## src/rtl/loop_mixer.sv

```systemverilog
`default_nettype none
// ============================================================================
// Module   : loop_mixer
// Purpose  : N-channel looper mixer. Serially sums aux plus playing banks, with
//            per-bank attenuation, headroom shift and saturation to an
//            offset-binary PWM word. Optional macro: MIX_AUTOSCALE_EN.
// Revision : 1.0 - initial release
// ============================================================================
module loop_mixer #(
   parameter int N_CH     = 8,
   parameter int SAMPLE_W = 16,
   parameter int PWM_W    = 11,
   parameter int GAIN_W   = 2,
   parameter int HEADROOM = 4
) (
   input  logic                                     clk_100MHz,
   input  logic                                     rst,
   input  logic                                     ch_wr,
   input  logic [((N_CH > 1) ? $clog2(N_CH) : 1)-1:0] ch_sel,
   input  logic [SAMPLE_W-1:0]                      ch_data,
   input  logic [N_CH-1:0]                          playing,
   input  logic [N_CH*GAIN_W-1:0]                   gain,
   input  logic [SAMPLE_W-1:0]                      aux_in,
   input  logic                                     mix_strobe,
   output logic                                     busy,
   output logic                                     mix_valid,
   output logic                                     overrun,
   output logic [PWM_W-1:0]                         pwm_out
);

   localparam int IDX_W = (N_CH > 1) ? $clog2(N_CH) : 1;
   localparam int ACC_W = SAMPLE_W + $clog2(N_CH + 1) + 1;
   localparam logic signed [ACC_W-1:0] c_pos_max = ACC_W'((2 ** (PWM_W - 1)) - 1);
   localparam logic signed [ACC_W-1:0] c_neg_min = ACC_W'(-(2 ** (PWM_W - 1)));

   typedef enum logic [1:0] {
      S_IDLE  = 2'd0,
      S_ACCUM = 2'd1,
      S_SCALE = 2'd2,
      S_OUT   = 2'd3
   } state_t;

   state_t                     r_state;
   state_t                     w_next;
   logic signed [SAMPLE_W-1:0] r_ch [N_CH];
   logic signed [ACC_W-1:0]    r_acc;
   logic [IDX_W-1:0]           r_idx;
   logic                       r_strobe;
   logic signed [PWM_W-1:0]    r_y;
   logic                       r_valid;
   logic                       r_overrun;
   logic [PWM_W-1:0]           r_pwm;

   logic signed [SAMPLE_W-1:0] w_ch_s;
   logic signed [SAMPLE_W-1:0] w_aux_s;
   logic signed [ACC_W-1:0]    w_aux_ext;
   logic signed [SAMPLE_W-1:0] w_sel;
   logic [GAIN_W-1:0]          w_gain;
   logic signed [ACC_W-1:0]    w_sel_ext;
   logic signed [ACC_W-1:0]    w_term;
   logic signed [ACC_W-1:0]    w_y;
   logic signed [PWM_W-1:0]    w_ysat;
   int                         w_sh;

   // Offset-binary to two's complement is an MSB flip.
   assign w_ch_s    = {~ch_data[SAMPLE_W-1], ch_data[SAMPLE_W-2:0]};
   assign w_aux_s   = {~aux_in[SAMPLE_W-1], aux_in[SAMPLE_W-2:0]};
   assign w_aux_ext = {{(ACC_W-SAMPLE_W){w_aux_s[SAMPLE_W-1]}}, w_aux_s};

   always_comb begin
      w_sel  = '0;
      w_gain = '0;
      for (int k = 0; k < N_CH; k++) begin
         if (r_idx == IDX_W'(k)) begin
            w_sel  = r_ch[k];
            w_gain = gain[k*GAIN_W +: GAIN_W];
         end
      end
   end

   assign w_sel_ext = {{(ACC_W-SAMPLE_W){w_sel[SAMPLE_W-1]}}, w_sel};
   assign w_term    = w_sel_ext >>> w_gain;

`ifdef MIX_AUTOSCALE_EN
   int w_pc;
   always_comb begin
      w_pc = 0;
      for (int k = 0; k < N_CH; k++) begin
         w_pc = w_pc + int'(playing[k]);
      end
      w_sh = SAMPLE_W - PWM_W;
      for (int b = 0; b < 5; b++) begin
         if ((1 << b) < (w_pc + 1)) begin
            w_sh = SAMPLE_W - PWM_W + b + 1;
         end
      end
   end
`else
   assign w_sh = SAMPLE_W - PWM_W + HEADROOM;
`endif

   assign w_y = r_acc >>> w_sh;

   always_comb begin
      w_ysat = w_y[PWM_W-1:0];
      if (w_y > c_pos_max) begin
         w_ysat = {1'b0, {(PWM_W-1){1'b1}}};
      end else if (w_y < c_neg_min) begin
         w_ysat = {1'b1, {(PWM_W-1){1'b0}}};
      end
   end

   // A non-playing bank is held at zero even against a simultaneous write.
   always_ff @(posedge clk_100MHz or posedge rst) begin
      if (rst) begin
         for (int k = 0; k < N_CH; k++) begin
            r_ch[k] <= '0;
         end
      end else begin
         for (int k = 0; k < N_CH; k++) begin
            if (!playing[k]) begin
               r_ch[k] <= '0;
            end else if (ch_wr && (ch_sel == IDX_W'(k))) begin
               r_ch[k] <= w_ch_s;
            end
         end
      end
   end

   always_ff @(posedge clk_100MHz or posedge rst) begin
      if (rst) begin
         r_state <= S_IDLE;
      end else begin
         r_state <= w_next;
      end
   end

   always_comb begin
      w_next = r_state;
      case (r_state)
         S_IDLE:  if (r_strobe) w_next = S_ACCUM;
         S_ACCUM: if (r_idx == IDX_W'(N_CH - 1)) w_next = S_SCALE;
         S_SCALE: w_next = S_OUT;
         S_OUT:   w_next = S_IDLE;
         default: w_next = S_IDLE;
      endcase
   end

   // The strobe is registered once before the FSM sees it.
   always_ff @(posedge clk_100MHz or posedge rst) begin
      if (rst) begin
         r_strobe  <= 1'b0;
         r_acc     <= '0;
         r_idx     <= '0;
         r_y       <= '0;
         r_valid   <= 1'b0;
         r_overrun <= 1'b0;
         r_pwm     <= {1'b1, {(PWM_W-1){1'b0}}};
      end else begin
         r_strobe <= mix_strobe;
         r_valid  <= 1'b0;
         if (r_strobe && (r_state != S_IDLE)) begin
            r_overrun <= 1'b1;
         end
         case (r_state)
            S_IDLE: begin
               if (r_strobe) begin
                  r_acc <= w_aux_ext;
                  r_idx <= '0;
               end
            end
            S_ACCUM: begin
               r_acc <= r_acc + w_term;
               r_idx <= r_idx + 1'b1;
            end
            S_SCALE: r_y <= w_ysat;
            S_OUT: begin
               r_pwm   <= {~r_y[PWM_W-1], r_y[PWM_W-2:0]};
               r_valid <= 1'b1;
            end
            default: ;
         endcase
      end
   end

   assign busy      = (r_state != S_IDLE);
   assign mix_valid = r_valid;
   assign overrun   = r_overrun;
   assign pwm_out   = r_pwm;

endmodule
`default_nettype wire
```

## config.mk

```make
export PLATFORM = sky130hd
export DESIGN_NAME = loop_mixer
export DESIGN_NICKNAME = d
export VERILOG_FILES = /design/src/rtl/loop_mixer.sv
export SDC_FILE = /design/constraint.sdc
export NUM_CORES = 1
export LEC_CHECK = 0
export BUFFER_PORTS_ARGS = -buffer_cell sky130_fd_sc_hd__buf_2
export CORE_ASPECT_RATIO = 2
export CORE_UTILIZATION = 57
export CTS_BUF_LIST = sky130_fd_sc_hd__clkbuf_2
export CTS_CLUSTER_DIAMETER = 80
export DETAILED_ROUTE_END_ITERATION = 16
export GPL_TIMING_DRIVEN = 0
export PLACE_DENSITY = 0.8
export SLEW_MARGIN = 20
export SYNTH_ARGS = -nofsm -noshare
export SYNTH_HDL_FRONTEND = slang
export SYNTH_SLANG_ARGS = --single-unit
```

## constraint.sdc

```tcl
create_clock -name clk_100MHz -period 5.75 [get_ports clk_100MHz]
set_clock_uncertainty 0.2 [all_clocks]
set_input_delay 0.8625 -clock clk_100MHz [delete_from_list [all_inputs] [get_ports clk_100MHz]]
set_output_delay 0.8625 -clock clk_100MHz [all_outputs]
set_load 0.01 [all_outputs]
```

==> flow_metrics.py, run 1 <==
metrics = {
    "outcome": {
        "status": "complete, no violations",
    },
    "global_route": {
        "grt_antenna_before_repair": 1,
        "grt-ovfl-total": 0,
        "first_global_vias": 9646,
        "grt_pass1_wl_mm": 46.8,
        "grt_max_degree": 36,
        "grt_usage": 0.320,
    },
    "placed_design": {
        "placed_cell_area_um2": 11100,
        "dp.cells": 1445,
        "portBuffers": 58,
        "place.gp.congestion": 0.893,
        "hpwl_mm": 23.0,
    },
    "layout": {
        "area_growth_pct": 11.0,
        "postLayoutCellArea_um2": 11500,
        "layout.nets": 1361,
        "drive_above_1_share": 0.150,
        "fin_cells": 1493,
    },
    "clocking": {
        "h-tree-depth": 4,
        "tritoncts": "built",
        "cts_sinks": 179,
        "cts_made_buffers": 17,
        "ctsLongestPathBuffers": 2,
        "root_buffer": "clkbuf_2",
        "clk_pin_slew_ns": 0.30,
        "insertion_delay_ns": 0.80,
    },
    "setup_path": {
        "critPathMaxFanout": 10,
        "start_kind": "register",
        "r2r_slack_ns": 0.1,
        "arrival_ns": 6.21,
        "cp-end-kind": "register",
        "path_delay_family": "compound AO/OA/AOI/OAI gates",
        "worst-endpoint-required_ns": 6.31,
        "worst_path_max_delay_cell": "or4_4",
        "worstSetupPathType": "reg -> reg",
        "slowest_delay_ns": 0.54,
        "timing.critical_path.buf_inv": 6,
        "crit_chain": "buf_4 -> buf_4 -> inv_1 -> ha_2 -> buf_6 -> nor2b_4 -> buf_6 -> a22oi_1 -> o311ai_0 -> o211ai_1 -> a2bb2oi_1 -> mux2i_1 -> mux2i_1 -> ha_2 -> inv_1 -> fa_2 -> nor2b_2 -> o31ai_2 -> a2111o_1 -> a31oi_4 -> a211oi_2 -> or4_4 -> and4_4 -> nor3_2",
    },
    "sta": {
        "hold_viol": 0,
        "final-max-slew-violation-count": 0,
        "tightest_slew_ns": 0.927,
        "slew_headroom": 0.377,
        "fmax_ghz": 0.177,
        "rsz0062_at_grt": "false",
        "whs_ns": 0.117,
        "fin_crit_sh": 0.983,
        "finalSetupViolCount": 0,
        "layout_min_cycle_time_ns": 5.65,
    },
    "detailed_routing": {
        "wirelength_mm": 28.7,
        "num_vias": 9010,
        "drtPass1Iterations": 7,
        "drtAntennaViolNets": 0,
        "drt_iter0_drc": 539,
        "post-route-drc-count": 0,
        "avgRoutedWirePerCell_um": 19.2,
        "vias_per_cell": 6.03,
    },
    "logic_synthesis": {
        "synth_nets": 1263,
        "synth_edf_count": 0,
        "syn-cell-area_um2": 10400,
        "synth_cell_types": 70,
        "synth_warnings": 0,
        "synthFlopType": "dfrtp_1",
        "netlist_instances": 1168,
        "synthArstFlopShare": 1.00,
        "avgSynthCellArea_um2": 8.90,
        "synth_seq_area_share": 0.431,
        "ys_seq_elements": 179,
    },
    "floorplan": {
        "die-width_um": 97.5,
        "dieArea_um2": 18800,
        "coreArea_um2": 17800,
        "initial_core_util": 0.584,
        "rows": 69,
        "io_pins": 77,
        "die_y_um": 193,
    },
    "power_and_ir_drop": {
        "ir_drop_uv": 247,
        "p_leak_nw": 5.03,
        "p_per_area_nw_per_um2": 544,
    },
    "flow_run": {
        "maxCapViolCount": 0,
    },
    "hold_path": {
        "hold_path_class": "in -> reg",
    },
}
cells by family after synthesis:
group	synth area share
simple gates	0.167
compound gates	0.240
flops	0.431
buf+inv	0.0428
mux	0.0595
fa+ha+maj	0.0489
xor+xnor	0.0101
state kept, by name, indices dropped and copies added, names as in the netlist:
register and flops:
r_state 2, r_ch 128, r_strobe 1, r_acc 21, r_idx 3, r_y 11
pwm_out 11, mix_valid 1, overrun 1
worst min-delay path: stages:
cell and delay, ns:
buf_2 0.10, o22ai_1 0.10, a21oi_1 0.05
synth_stat cells (all sizes together) (5+ instances only):
master	number	area (µm²)
a211o	16	140
a211oi	7	57.6
a21boi	121	908
a21o	9	67.6
a21oi	52	260
a222oi	12	120
a2bb2oi	14	123
a31oi	15	109
and2	15	93.8
buf	16	75.1
clkbuf	72	288
dfrtp	178	4450
ha	31	388
inv	21	78.8
maj3	10	100
mux2	22	248
mux2i	37	370
nand2	298	1120
nand2b	8	50.1
nand3	13	65.1
nand4	5	31.3
nor2	48	180
nor2b	10	65.1
nor3	7	40.0
o211a	8	80.1
o211ai	6	45.0
o21a	5	38.8
o21ai	43	219
o22ai	13	81.3
xnor2	10	87.6
path summary, 6_finish.rpt:
kind,start,endpoint,cells after the start
worst max register to register,r_idx[2],r_acc[20],24
worst max-delay path,r_idx[2],r_acc[20],24
worst min register to register,r_y[10],pwm_out[10],1
max in group asynchronous,rst,r_ch[58],7
worst min-delay path,aux_in[9],r_acc[9],3
min in group asynchronous,rst,r_acc[7],3
where the power goes:
| group | internal (mW) | total (mW) | switching [mW] |
|---|---|---|---|
| clock network | 0.166 | 0.638 | 0.472 |
| logic | 1.68 | 4.04 | 2.36 |
| registers | 1.47 | 1.60 | 0.134 |
| total | 3.32 | 6.28 | 2.96 |
layout make-up:
cell class,instances,area [µm²]
Timing Repair Buffer,80,543
Clock buffer,18,90.1
Antenna cell,1,2.50
Tap cell,213,267
Fill cell,1554,6250
Buffer,87,425
Sequential cell,179,4480
Clock inverter,14,128
Multi-Input combinational cell,879,5510
Inverter,22,87.6
layout by cell type (no fill, tap or decap), types with 19 or more instances in the layout:
master / n
mux2_2: 22
clkbuf_1: 44
a21oi_1: 52
buf_2: 59
clkbuf_2: 43
inv_1: 19
mux2i_1: 37
dfrtp_1: 178
nor2_1: 47
nand2_1: 298
o21ai_0: 41
a21boi_0: 121
buf_4: 21
ha_1: 28
metal layers:
| metal | wire length, µm | share of wire | GRT usage | vias to the layer above |
|---|---|---|---|---|
| li1 | - | - | - | 4277 |
| met5 | 0 | 0 | 0 | - |
| met1 | 9010 | 0.31 | 0.269 | 4354 |
| met4 | 2420 | 0.084 | 0.289 | 0 |
| met3 | 866 | 0.030 | 0.0490 | 121 |
| met2 | 16400 | 0.57 | 0.626 | 258 |
through the flow:
| stage | setup slack [ns] | util | power [mW] | setup TNS [ns] |
|---|---|---|---|---|
| final | 0.0974 | 0.649 | 6.28 | 0 |
| after global routing | 0.0145 | 0.649 | 6.69 | 0 |
| after CTS | 0.00218 | 0.644 | 6.15 | 0 |
| after detailed placement | -0.599 | 0.623 | 5.37 | -0.660 |
| after global placement | -0.507 | 0.616 | 5.24 | -0.544 |
| after floorplan | 0.583 | - | 4.44 | 0 |
timing repair:
action / CTS / global route
hold buffers: 2 / 0
pin swaps: 5 / 4
gates resized for setup: 36 / 8
buffers inserted: 6 / 8
hold endpoints to repair: 12 / 0
endpoints found under the setup margin: 4 / 1
Power figures use the tool's default switching activity.
==> inputs of run 2 (changes only) <==
Settings changed: BUFFER_PORTS_ARGS -buffer_cell sky130_fd_sc_hd__buf_2 to default, CORE_UTILIZATION 57 to 60, DONT_BUFFER_PORTS from default to 1, REMOVE_ABC_BUFFERS from default to 1.
==> flow_metrics.py, run 2 (synthesized netlist as in run 1, its figures left out) <==
metrics = {
    "outcome": {
        "status": "complete, no violations",
    },
    "global_route": {
        "grt_max_degree": 97,
        "grt-ovfl-total": 0,
        "grt_usage": 0.333,
        "grt_antenna_before_repair": 1,
        "grt_pass1_wl_mm": 45.1,
        "first_global_vias": 8962,
    },
    "setup_path": {
        "start_kind": "register",
        "timing.critical_path.buf_inv": 3,
        "startpoint": "r_idx[0]",
        "r2r_slack_ns": 0.18,
        "crit_path_frequent_cell": "inv_1",
        "path_delay_family": "compound AO/OA/AOI/OAI gates",
        "worst-endpoint-required_ns": 6.27,
        "arrival_ns": 6.09,
        "cp-end-kind": "register",
        "worstSetupPathType": "reg -> reg",
        "slowest_delay_ns": 0.54,
        "crit_chain": "inv_1 -> ha_4 -> buf_12 -> and2_2 -> nor2b_4 -> a22oi_1 -> a311oi_1 -> a211oi_1 -> o21ai_2 -> o21ai_0 -> mux2i_1 -> ha_1 -> inv_1 -> fa_1 -> nor2b_2 -> o31ai_2 -> a2111o_1 -> a31oi_4 -> a211oi_2 -> or4_4 -> and4_4 -> nor3_2",
        "reg2reg_from": "r_idx[0]",
        "worst_path_max_delay_cell": "or4_4",
        "critPathMaxFanout": 16,
    },
    "power_and_ir_drop": {
        "p_per_area_nw_per_um2": 542,
        "ir_drop_uv": 268,
        "p_leak_nw": 4.85,
    },
    "sta": {
        "final-max-slew-violation-count": 0,
        "layout_min_cycle_time_ns": 5.57,
        "hold_viol": 0,
        "finalSetupViolCount": 0,
        "tightest_slew_ns": 0.810,
        "fmax_ghz": 0.179,
        "slew_headroom": 0.459,
        "fin_crit_sh": 0.969,
        "rsz0062_at_grt": "false",
    },
    "detailed_routing": {
        "vias_per_cell": 6.39,
        "drt_iter0_drc": 569,
        "avgRoutedWirePerCell_um": 20.8,
        "wirelength_mm": 29.1,
        "drtPass1Iterations": 5,
        "drtAntennaViolNets": 0,
        "num_vias": 8944,
        "post-route-drc-count": 0,
    },
    "layout": {
        "final_cell_mix": "296 x nand2_1, 177 x dfrtp_1, 121 x a21boi_0, 52 x a21oi_1, 47 x dlygate4sd3_1",
        "layout.area.seq_um2": 4480,
        "largest_reg_flops": 128,
        "multiInputGateArea_um2": 5640,
        "drive_above_1_share": 0.106,
        "fin_cells": 1399,
        "utilization": 0.680,
        "n_fill_cell": 1325,
        "final_common_cell": "nand2_1",
        "regMostFlops": "r_ch",
        "largestRegisters": "r_ch (128), r_acc (21)",
        "area_growth_pct": 10.3,
        "layout.nets": 1273,
        "postLayoutCellArea_um2": 11500,
    },
    "placed_design": {
        "place.gp.congestion": 0.890,
        "portBuffers": 0,
        "placed_cell_area_um2": 10400,
        "hpwl_mm": 19.0,
        "dp.cells": 1293,
    },
    "clocking": {
        "h-tree-depth": 4,
        "cts_made_buffers": 17,
        "clk_pin_slew_ns": 0.27,
        "insertion_delay_ns": 0.77,
        "ctsLongestPathBuffers": 2,
        "tritoncts": "built",
        "root_buffer": "clkbuf_2",
        "cts_sinks": 179,
    },
    "hold_path": {
        "hold_path_class": "in -> reg",
        "holdCritStartpoint": "playing[6]",
    },
    "floorplan": {
        "dieArea_um2": 17900,
        "rows": 67,
        "coreArea_um2": 16800,
        "io_pins": 77,
        "die-width_um": 95.1,
        "initial_core_util": 0.617,
        "die_y_um": 188,
    },
    "flow_run": {
        "maxCapViolCount": 0,
    },
}
-- run 2: cell count changes in the layout (fill, tap and decap cells not counted), sizes merged --
cell	change
and2	+1
buf	-62
bufinv	+1
clkbuf	-71
clkinv	-2
clkinvlp	+3
dlygate4sd3	+45
inv	-3
-- run 2: area by class of cell --
type,count,share of cell area
Multi-Input combinational cell,880,0.492
Sequential cell,179,0.391
Timing Repair Buffer,78,0.0658
Tap cell,207,0.0226
Clock inverter,13,0.0118
Clock buffer,19,0.00830
Inverter,22,0.00819
Antenna cell,1,0.000218
-- run 2: worst paths after layout --
path / to / cells after the start
setup / recovery: r_acc[20] / 22
hold reg to reg: pwm_out[10] / 1
max in group asynchronous: r_ch[64] / 3
setup reg to reg: r_acc[20] / 22
min in group asynchronous: r_acc[5] / 2
hold / removal: r_ch[27] / 1
-- run 2: metrics by stage --
stage | power, mW | hold WS (ns) | setup WS, ns | setup TNS, ns
after floorplan | 4.36 | 0.188 | -1.47 | -42.64
after global placement | 4.99 | 0.202 | -3.17 | -428.36
after detailed placement | 5.11 | 0.212 | -1.31 | -9.80
after CTS | 6.04 | 0.0000483 | 0.0274 | 0
after global routing | 6.61 | 0.000432 | 0.0143 | 0
final | 6.21 | 0.0306 | 0.177 | 0
-- run 2: layer usage --
metal,vias to the layer above,track usage,part of all wire
met3,133,0.0523,0.048
met2,388,0.614,0.55
met4,0,0.245,0.076
met5,-,0,0
met1,4306,0.316,0.33
li1,4117,-,-
-- run 2: power breakdown --
part | internal (mW) | switching (mW) | leakage [nW]
Combinational | 1.65 | 2.26 | 2.36
Clock | 0.202 | 0.445 | 0.136
Sequential | 1.47 | 0.178 | 2.35
-- run 2: repair_timing --
| item | 4_1_cts | 5_1_grt |
|---|---|---|
| endpoints found under the setup margin | 16 | 2 |
| hold endpoints to repair | 193 | 15 |
| pin swaps | 4 | 1 |
| resized for setup | 21 | 9 |
| buffers inserted | 17 | 8 |
| cloned | 1 | 0 |
| hold buffers | 35 | 12 |
